## src/rtl/babbage_sweep_ctrl_if.sv

```systemverilog
// Engine / bin2bcd handshake bundle for the sweep controller.
// master = controller side, slave = engine and bin2bcd side.
interface babbage_sweep_ctrl_if #(
  parameter int unsigned N_W   = 6,
  parameter int unsigned OUT_W = 20
);
  logic             eng_start;
  logic [N_W-1:0]   eng_in;
  logic             eng_done;
  logic [OUT_W-1:0] eng_out;
  logic             bcd_start;
  logic [13:0]      bcd_bin;
  logic             bcd_done;

  modport master (
    output eng_start, eng_in, bcd_start, bcd_bin,
    input  eng_done, eng_out, bcd_done
  );

  modport slave (
    input  eng_start, eng_in, bcd_start, bcd_bin,
    output eng_done, eng_out, bcd_done
  );
endinterface

```

## src/rtl/babbage_sweep_ctrl.sv

```systemverilog
// Sweeps the difference engine over n_first..n_last, converting and dwelling on each result.
// Optional macro SWEEP_CONT_EN: wrap back to n_first at n_last and run until stop.
module babbage_sweep_ctrl #(
  parameter int unsigned DWELL_CYC = 50_000_000,
  parameter int unsigned N_W       = 6,
  parameter int unsigned OUT_W     = 20,
  parameter int unsigned BCD_MAX   = 9999
) (
  input  logic                 clk,
  input  logic                 reset,
  input  logic                 i_start,
  input  logic                 i_stop,
  input  logic [N_W-1:0]       i_n_first,
  input  logic [N_W-1:0]       i_n_last,
  babbage_sweep_ctrl_if.master bus,
  output logic [N_W-1:0]       o_cur_n,
  output logic                 o_ovf,
  output logic                 o_busy,
  output logic                 o_range_err,
  output logic                 o_done_tick
);

  localparam int unsigned    CNT_W     = $clog2(DWELL_CYC + 1);
  localparam logic [OUT_W-1:0] BCD_MAX_W = OUT_W'(BCD_MAX);

  typedef enum logic [1:0] {StIdle, StCalc, StConv, StDwell} state_e;

  state_e           r_state;
  logic [N_W-1:0]   r_cur_n;
  logic [N_W-1:0]   r_n_end;
  logic [CNT_W-1:0] r_cnt;
  logic             r_stop_pend;
  logic             r_ovf;
  logic             r_eng_start;
  logic             r_bcd_start;
  logic [13:0]      r_bcd_bin;
  logic             r_range_err;
  logic             r_done_tick;
`ifdef SWEEP_CONT_EN
  logic [N_W-1:0]   r_n_first;
`endif

  // A stop landing on the expiry cycle itself still ends the sweep.
  logic w_stop_any;
  assign w_stop_any = r_stop_pend | i_stop;

  always_ff @(posedge clk or posedge reset) begin
    if (reset) begin
      r_state     <= StIdle;
      r_cur_n     <= '0;
      r_n_end     <= '0;
      r_cnt       <= '0;
      r_stop_pend <= 1'b0;
      r_ovf       <= 1'b0;
      r_eng_start <= 1'b0;
      r_bcd_start <= 1'b0;
      r_bcd_bin   <= '0;
      r_range_err <= 1'b0;
      r_done_tick <= 1'b0;
`ifdef SWEEP_CONT_EN
      r_n_first   <= '0;
`endif
    end else begin
      r_eng_start <= 1'b0;
      r_bcd_start <= 1'b0;
      r_range_err <= 1'b0;
      r_done_tick <= 1'b0;
      if (i_stop && (r_state != StIdle)) r_stop_pend <= 1'b1;

      case (r_state)
        StIdle: begin
          if (i_start) begin
            if (i_n_first <= i_n_last) begin
              r_cur_n     <= i_n_first;
              r_n_end     <= i_n_last;
              r_stop_pend <= 1'b0;
              r_ovf       <= 1'b0;
              r_eng_start <= 1'b1;
              r_state     <= StCalc;
`ifdef SWEEP_CONT_EN
              r_n_first   <= i_n_first;
`endif
            end else begin
              r_range_err <= 1'b1;
            end
          end
        end
        StCalc: begin
          if (bus.eng_done) begin
            if (bus.eng_out > BCD_MAX_W) begin
              r_bcd_bin <= 14'(BCD_MAX);
              r_ovf     <= 1'b1;
            end else begin
              r_bcd_bin <= bus.eng_out[13:0];
              r_ovf     <= 1'b0;
            end
            r_bcd_start <= 1'b1;
            r_state     <= StConv;
          end
        end
        StConv: begin
          if (bus.bcd_done) begin
            r_cnt   <= CNT_W'(DWELL_CYC - 1);
            r_state <= StDwell;
          end
        end
        StDwell: begin
          if (r_cnt != '0) begin
            r_cnt <= r_cnt - CNT_W'(1);
          end else if (w_stop_any) begin
            r_done_tick <= 1'b1;
            r_state     <= StIdle;
          end else if (r_cur_n == r_n_end) begin
`ifdef SWEEP_CONT_EN
            r_cur_n     <= r_n_first;
            r_eng_start <= 1'b1;
            r_state     <= StCalc;
`else
            r_done_tick <= 1'b1;
            r_state     <= StIdle;
`endif
          end else begin
            r_cur_n     <= r_cur_n + N_W'(1);
            r_eng_start <= 1'b1;
            r_state     <= StCalc;
          end
        end
        default: r_state <= StIdle;
      endcase
    end
  end

  assign bus.eng_start = r_eng_start;
  assign bus.eng_in    = r_cur_n;
  assign bus.bcd_start = r_bcd_start;
  assign bus.bcd_bin   = r_bcd_bin;
  assign o_cur_n       = r_cur_n;
  assign o_ovf         = r_ovf;
  assign o_busy        = (r_state != StIdle);
  assign o_range_err   = r_range_err;
  assign o_done_tick   = r_done_tick;

endmodule

```

## src/flat_wrapper.sv

```systemverilog
// flat-port wrapper written by rule: the top's interface ports become plain ports
module babbage_sweep_ctrl_flat 
#(
  parameter int unsigned DWELL_CYC = 50_000_000,
  parameter int unsigned N_W       = 6,
  parameter int unsigned OUT_W     = 20,
  parameter int unsigned BCD_MAX   = 9999
)
  (clk, reset, i_start, i_stop, i_n_first, i_n_last, o_cur_n, o_ovf, o_busy, o_range_err, o_done_tick, bus_eng_start, bus_eng_in, bus_bcd_start, bus_bcd_bin, bus_eng_done, bus_eng_out, bus_bcd_done);
  babbage_sweep_ctrl_if #(.N_W(N_W), .OUT_W(OUT_W)) bus_i ();
  input  logic clk;
  input  logic reset;
  input  logic i_start;
  input  logic i_stop;
  input  logic [N_W-1:0] i_n_first;
  input  logic [N_W-1:0] i_n_last;
  output logic [N_W-1:0] o_cur_n;
  output logic o_ovf;
  output logic o_busy;
  output logic o_range_err;
  output logic o_done_tick;
  output wire logic [$bits(bus_i.eng_start)-1:0] bus_eng_start;
  output wire logic [$bits(bus_i.eng_in)-1:0] bus_eng_in;
  output wire logic [$bits(bus_i.bcd_start)-1:0] bus_bcd_start;
  output wire logic [$bits(bus_i.bcd_bin)-1:0] bus_bcd_bin;
  input wire logic [$bits(bus_i.eng_done)-1:0] bus_eng_done;
  input wire logic [$bits(bus_i.eng_out)-1:0] bus_eng_out;
  input wire logic [$bits(bus_i.bcd_done)-1:0] bus_bcd_done;
  assign bus_eng_start = bus_i.eng_start;
  assign bus_eng_in = bus_i.eng_in;
  assign bus_bcd_start = bus_i.bcd_start;
  assign bus_bcd_bin = bus_i.bcd_bin;
  assign bus_i.eng_done = bus_eng_done;
  assign bus_i.eng_out = bus_eng_out;
  assign bus_i.bcd_done = bus_bcd_done;
  babbage_sweep_ctrl #(.DWELL_CYC(DWELL_CYC), .N_W(N_W), .OUT_W(OUT_W), .BCD_MAX(BCD_MAX)) u_core (.clk(clk), .reset(reset), .i_start(i_start), .i_stop(i_stop), .i_n_first(i_n_first), .i_n_last(i_n_last), .bus(bus_i), .o_cur_n(o_cur_n), .o_ovf(o_ovf), .o_busy(o_busy), .o_range_err(o_range_err), .o_done_tick(o_done_tick));
endmodule
```

## config.mk

```make
export PLATFORM = sky130hd
export DESIGN_NAME = babbage_sweep_ctrl_flat
export DESIGN_NICKNAME = d
export VERILOG_FILES = /design/src/rtl/babbage_sweep_ctrl_if.sv /design/src/rtl/babbage_sweep_ctrl.sv /design/src/flat_wrapper.sv
export SDC_FILE = /design/constraint.sdc
export NUM_CORES = 1
export LEC_CHECK = 0
export CELL_PAD_IN_SITES_DETAIL_PLACEMENT = 0
export CELL_PAD_IN_SITES_GLOBAL_PLACEMENT = 1
export CORE_ASPECT_RATIO = 0.75
export CORE_UTILIZATION = 39
export DETAILED_ROUTE_END_ITERATION = 16
export GPL_ROUTABILITY_DRIVEN = 1
export PLACE_DENSITY = 0.82
export SYNTH_ARGS = -nofsm -noshare
export SYNTH_HDL_FRONTEND = slang
export SYNTH_SLANG_ARGS = --single-unit
```

## constraint.sdc

```tcl
create_clock -name clk -period 2.6 [get_ports clk]
set_input_delay 0.39 -clock clk [delete_from_list [all_inputs] [get_ports clk]]
set_output_delay 0.39 -clock clk [all_outputs]
set_load 0.005 [all_outputs]
```

==> results of run 1 <==
[registers in the layout, indices dropped and copies added (netlist names)]
register              cells
u_core.o_range_err        1
u_core.r_state            2
u_core.bus.eng_in         6
u_core.r_n_end            6
u_core.o_ovf              1
u_core.r_stop_pend        1
u_core.bus.eng_start      1
u_core.bus.bcd_start      1
u_core.o_done_tick        1
u_core.bus.bcd_bin       14
u_core.r_cnt             26
[area by class of cell]
class	count	area, µm²
fill	734	3660
multi-input combinational	235	1660
clock inverter	2	35.0
timing repair buffer	86	831
tap	105	131
inverter	16	60.1
clock buffer	13	149
sequential	60	1500
[worst paths after layout]
kind                                       start               endpoint  slack [ps]  cells after the start
max in group asynchronous                  reset       u_core.r_cnt[14]        1620                      3
min in group clk           u_core.bus.bcd_bin[9]  u_core.bus.bcd_bin[9]         500                      1
min reg2reg                u_core.bus.bcd_bin[9]  u_core.bus.bcd_bin[9]         500                      1
max                              u_core.r_cnt[0]       u_core.r_cnt[14]         230                      8
max reg2reg                      u_core.r_cnt[0]       u_core.r_cnt[14]         230                      8
min                                        reset  u_core.bus.bcd_bin[7]         390                      2
[worst max-delay path, stage by stage, from the launching register on]
cell     delay (ps)
dfrtp_1         400
inv_1           130
ha_1            170
or3b_2          470
and3b_1         330
o31ai_2          90
buf_4           170
or3_2           400
nand3_1         100
[cell families after synthesis]
family	after synthesis	synth area share (%)
xor gates and xnor gates	25	6.66
AOI/OAI and AO/OA	60	13.7
adders and majority gates	13	4.95
and+or+nand+nor	126	21.2
muxes	11	3.73
buffers and inverters	29	4.04
DFF	60	45.7
[what timing repair did]
| action | CTS | global route |
|---|---|---|
| setup buffers | 0 | 0 |
| resized for setup | 0 | 1 |
| endpoints found under the setup margin | 0 | 1 |
[cell usage in the layout (no fill, tap or decap), drive strengths merged, types with 5 or more instances in the layout]
cell type	n
mux2	10
nand2	24
or3	10
nor3	13
xor2	11
a21oi	11
nor4	11
nand3	14
clkbuf	13
buf	17
a22o	8
xnor2	14
nor2	22
o21ai	12
inv	16
clkdlybuf4s50	69
ha	13
dfrtp	60
or4	7
nor2b	5
o22a	7
[per-layer routing]
layer | track usage (%) | up-vias
li1 | - | 1346
met1 | 29.1 | 1350
met2 | 28.5 | 67
met3 | 7.22 | 4
met4 | 6.58 | 0
met5 | 0 | -
[power by group through the flow]
| stage | Combinational [µW] | Sequential, µW | Clock (µW) |
|---|---|---|---|
| after detailed placement | 1560 | 1440 | 0 |
| after floorplan | 1010 | 1360 | 0 |
| after CTS | 1580 | 1420 | 847 |
| after global placement | 1530 | 1430 | 0 |
| final | 1570 | 1430 | 817 |
| after global routing | 1750 | 1460 | 897 |
[through the flow]
stage	power (µW)	hold WS, ps	util (%)	std cells	TNS (ps)
after global routing	4110	424	54.4	517	0
after global placement	2970	489	52.0	502	0
final	3820	388	54.4	517	0
after detailed placement	3000	492	52.0	502	-72.7
after CTS	3850	392	54.3	517	0
after floorplan	2370	482	-	324	0
==> metrics, run 1 <==
top cells by area, synth=dfrtp_1 46%, ha_1 5.0%, xnor2_1 3.7%; Int Pwr=roughly 2500 µW; Final Cycle Share=between 90% and 100%; slew margin rel.=between 50% and 60%; total track usage=between 20% and 30%; Core Rows=28; Syn Area/Cell=10.1 µm²; Slew Limit Fails=0; leakage power=about 0.0017 µW; Initial DRC Count=~110; layout cells sized above 1=12.9%; post-synthesis sequential area ratio=a little under half; Syn Nets=between 300 and 400; gpl congestion=0.824; Clock power frac=between 20% and 30%; Port Buffers=69; final wirelength=8060 µm; Max Root-Sink Buffers=2; class of the worst hold path=input port to asynchronous set/reset pin; power per cell area=874 nW/µm²; Flop pwr share=between 30% and 40%; number of synthesized flops with an enable pin=0; CP endpoint kind=flip-flop; Synth top area share=a little under half; WL met2=3480 µm; vias per inst=around 5.4; maximum vdd drop=about 420 µV; TritonCTS Buffers=9; H-tree lvl count=3; largest net degree at the start of global routing=40; wire length per cell=between 15 and 20 µm; Die W=approximately 110 µm; synth unique cells=53; post-route cell area=4370 µm²; wire length on met3=501 µm; cell count after synthesis=between 300 and 400; initial antenna violation count=0; worst setup margin=~230 ps; sw frac=~36%; Max Clk Rate=around 420 MHz; Post-synth top cells=60 x dfrtp_1, 24 x nand2_1, 22 x nor2_1, 16 x inv_1; I/O pin cnt=70; Gate power share=about two fifths; Skew-Pair Late Insertion Delay=340 ps; Starting Density=between 40 and 50%; die height=~80 µm; Critical Path AT=around 2600 ps; RSZ-0062 raised after global routing=false; Detail Route Antenna Nets=0; Async SR Flop Fraction=between 90% and 100%; vias=2767; WS Path Type=flip-flop to flip-flop; Final Hold Vio Count=0; first-pass GRT wire length=~13000 µm; Layout Skew=between 4 and 5 ps; hpwl dp=5930 µm; maxcap violations=0; CTS sink cnt=60; DR pass1 iterations=4; Syn-to-layout area delta=32.9%; DP Area=about 4200 µm²; Ys Warns=0; most common cell in the synthesized netlist=dfrtp_1; # setup viols final=0; Tmin final=~2400 ps; Synth area leader=dfrtp_1; Post-CTS Hold Buffers=0; Net count, final=between 400 and 500; P_sw=between 1000 and 1500 µW; vias in the first global route=between 2000 and 3000; CTS root buf=clkbuf_8; Worst EP required=between 2000 and 3000 ps; # DRC=0; Post-Place Worst Slack=-38.6 ps; CP max FO=9; CTS tree=done; die area=a little under 9000 µm²; status=finished clean; top_reg_cell synth=dfrtp_1; flops & latches, synth=60; CORE AREA=between 8000 and 9000 µm²; GRT overflow=0; clock-pin slew on the worst setup and hold paths=~70 ps; slew of the pin with the lowest slew margin=688 ps; M1 wire length=approximately 4000 µm; Worst setup SP type=flip-flop; antenna cells=0; DR top layer=met4; mapped cell area=3290 µm²
(Power assumes the default switching activity.)
==> run 2: changes to the inputs <==
- REMOVE_ABC_BUFFERS: unset -> 1
==> run 2 against run 1 <==
Against the previous run: clock power is 30% higher; sequential cell count stayed put; global-route usage is 0.24 points lower; critical endpoint unchanged; utilization is 0.81 points higher.
==> metrics, run 2 (same netlist as run 1, synthesis figures left out) <==
status=finished clean (unchanged); gpl congestion=0.781 (was 0.824); CP endpoint kind=flip-flop (unchanged); CORE AREA=8020 µm² (unchanged); Post-Place Worst Slack=-43.3 ps (was -38.6 ps); Critical Path AT=2660 ps (was 2620 ps); layout cells sized above 1=13.8% (was 12.9%); area of the multi-input gates=1660 µm² (unchanged); P_sw=1400 µW (was 1360 µW); vias in the first global route=2717 (was 2683); register with the most flip-flops=u_core.r_cnt (unchanged); Initial DRC Count=141 (was 111); Max Clk Rate=417 MHz (was 423 MHz); most common cell after layout, fill and taps aside=clkdlybuf4s50_1 (unchanged); CTS root buf=clkbuf_8 (unchanged); slew of the pin with the lowest slew margin=658 ps (was 688 ps); Layout Skew=11.2 ps (was 4.70 ps); vias per inst=5.24 (was 5.35); Worst EP required=2870 ps (was 2850 ps); vias=2716 (was 2767); hpwl dp=5940 µm (was 5930 µm); Slew Limit Fails=0 (unchanged); worst setup margin=205 ps (was 234 ps); fillers=693 (was 734); Critical Path End=u_core.r_cnt[14] (unchanged); die area=8800 µm² (unchanged); first-pass GRT wire length=13400 µm (about the same); CP max FO=9 (unchanged); Clock power frac=26.4% (was 21.4%); max reg flops=26 (unchanged); slew margin rel.=56.0% (was 54.0%); leakage power=0.00175 µW (was 0.00173 µW); worst reg2reg setup slack=200 ps (was 230 ps); Min Hold Slack=359 ps (was 388 ps); RSZ-0062 raised after global routing=false (unchanged); CTS sink cnt=60 (unchanged); maximum vdd drop=479 µV (was 420 µV); initial antenna violation count=0 (unchanged); largest net degree at the start of global routing=41 (was 40); reg-to-reg endpoint=u_core.r_cnt[14] (unchanged); power per cell area=909 nW/µm² (was 874 nW/µm²); GRT overflow=0 (unchanged); fin util=55.2% (was 54.4%); Final Cycle Share=92.1% (was 91.0%); Gate power share=38.1% (was 41.3%); worst r2r src=u_core.r_cnt[1] (was u_core.r_cnt[0]); Net count, final=459 (unchanged); Core Rows=28 (unchanged); Final Hold Vio Count=0 (unchanged); sw frac=34.6% (was 35.5%); Worst setup SP type=flip-flop (unchanged); Die W=108 µm (unchanged); maxcap violations=0 (unchanged); H-tree lvl count=3 (unchanged); Max Root-Sink Buffers=2 (unchanged); TritonCTS Buffers=9 (unchanged); WS Path Type=flip-flop to flip-flop (unchanged); # DRC=0 (unchanged); most frequent cells in the layout=69 x clkdlybuf4s50_1, 60 x dfrtp_1, 24 x nand2_1, 22 x nor2_1, 16 x buf_4 (unchanged); I/O pin cnt=70 (unchanged); final wirelength=7990 µm (was 8060 µm); Starting Density=41.0% (unchanged); Tmin final=2400 ps (was 2370 ps); total power=4030 µW (was 3820 µW); Skew-Pair Late Insertion Delay=360 ps (was 340 ps); Int Pwr=2630 µW (was 2460 µW); die height=81.5 µm (unchanged); total track usage=20.1% (was 20.4%); class of the worst hold path=input port to asynchronous set/reset pin (unchanged); antenna cells=0 (unchanged); Sequential Area=1500 µm² (unchanged); CTS tree=done (unchanged); crit path from=u_core.r_cnt[1] (was u_core.r_cnt[0]); wire length per cell=15.4 µm (was 15.6 µm); Syn-to-layout area delta=34.8% (was 32.9%); DR top layer=met4 (unchanged); Worst Reg-to-Reg Cells=8 (unchanged); Flop pwr share=35.4% (was 37.4%); M1 wire length=4090 µm (was 4040 µm); Port Buffers=69 (unchanged); WL met2=3340 µm (was 3480 µm); wire length on met3=500 µm (was 501 µm); non-filler cells, final=518 (was 517); DR pass1 iterations=4 (unchanged); Detail Route Antenna Nets=0 (unchanged); # setup viols final=0 (unchanged); clock-pin slew on the worst setup and hold paths=70 ps (about the same); placed cells=502 (unchanged); Post-CTS Hold Buffers=0 (unchanged)
-- run 2: changes by cell type in the layout (fill, tap and decap cells not counted) --
cell / change
clkinvlp_4: +1
clkbuf_1: -3
clkinv_4: +1
bufinv_16: +2
-- run 2: worst max-delay path, cell delays in order (launching register included) --
cell	delay [ps]
dfrtp_1	410
inv_1	120
ha_1	170
or3b_2	480
and3b_1	340
o31ai_2	100
buf_4	180
or3_2	420
nand3_1	90
-- run 2: worst min-delay path by stage --
stage	cells after the start	slack, ps	from	end
final	2	360	reset	u_core.o_ovf
after global routing	2	390	reset	u_core.bus.bcd_start
after CTS	2	360	reset	u_core.bus.bcd_start
after detailed placement	1	490	u_core.bus.bcd_bin[4]	u_core.bus.bcd_bin[4]
after global placement	2	480	u_core.bus.bcd_bin[13]	u_core.bus.bcd_bin[13]
after floorplan	2	480	u_core.r_stop_pend	u_core.r_stop_pend
-- run 2: through the flow --
step	instance area (µm²)	setup TNS [ps]
global route	4430	0
detailed placement	4180	-90.1
CTS	4420	0
floorplan	3210	0
finish	4430	0
global placement	4180	0
-- run 2: power by group through the flow --
stage | sequential (µW) | clock (µW) | combinational [µW]
2_1_floorplan | 1380 | 0 | 909
3_3_place_gp | 1430 | 0 | 1520
3_5_place_dp | 1440 | 0 | 1530
4_1_cts | 1420 | 1090 | 1540
5_1_grt | 1470 | 1120 | 1720
6_report | 1430 | 1060 | 1540
-- run 2: layer usage --
layer | vias up | global-route usage, %
li1 | 1343 | -
met1 | 1290 | 27.8
met2 | 74 | 29.3
met3 | 9 | 6.67
met4 | 0 | 7.40
met5 | - | 0
-- run 2: layout make-up --
cell class                 instances  area share [%]
multi-input combinational        235            37.4
sequential                        60            33.9
timing repair buffer              86            18.8
clock buffer                      10            3.11
tap                              105            2.97
clock inverter                     6            2.51
inverter                          16            1.36
-- run 2: repair_timing --
action | CTS | global route
hold endpoints to repair | 0 | 0
gates resized for setup | 0 | 1
buffers inserted | 0 | 0
endpoints found under the setup margin | 0 | 3
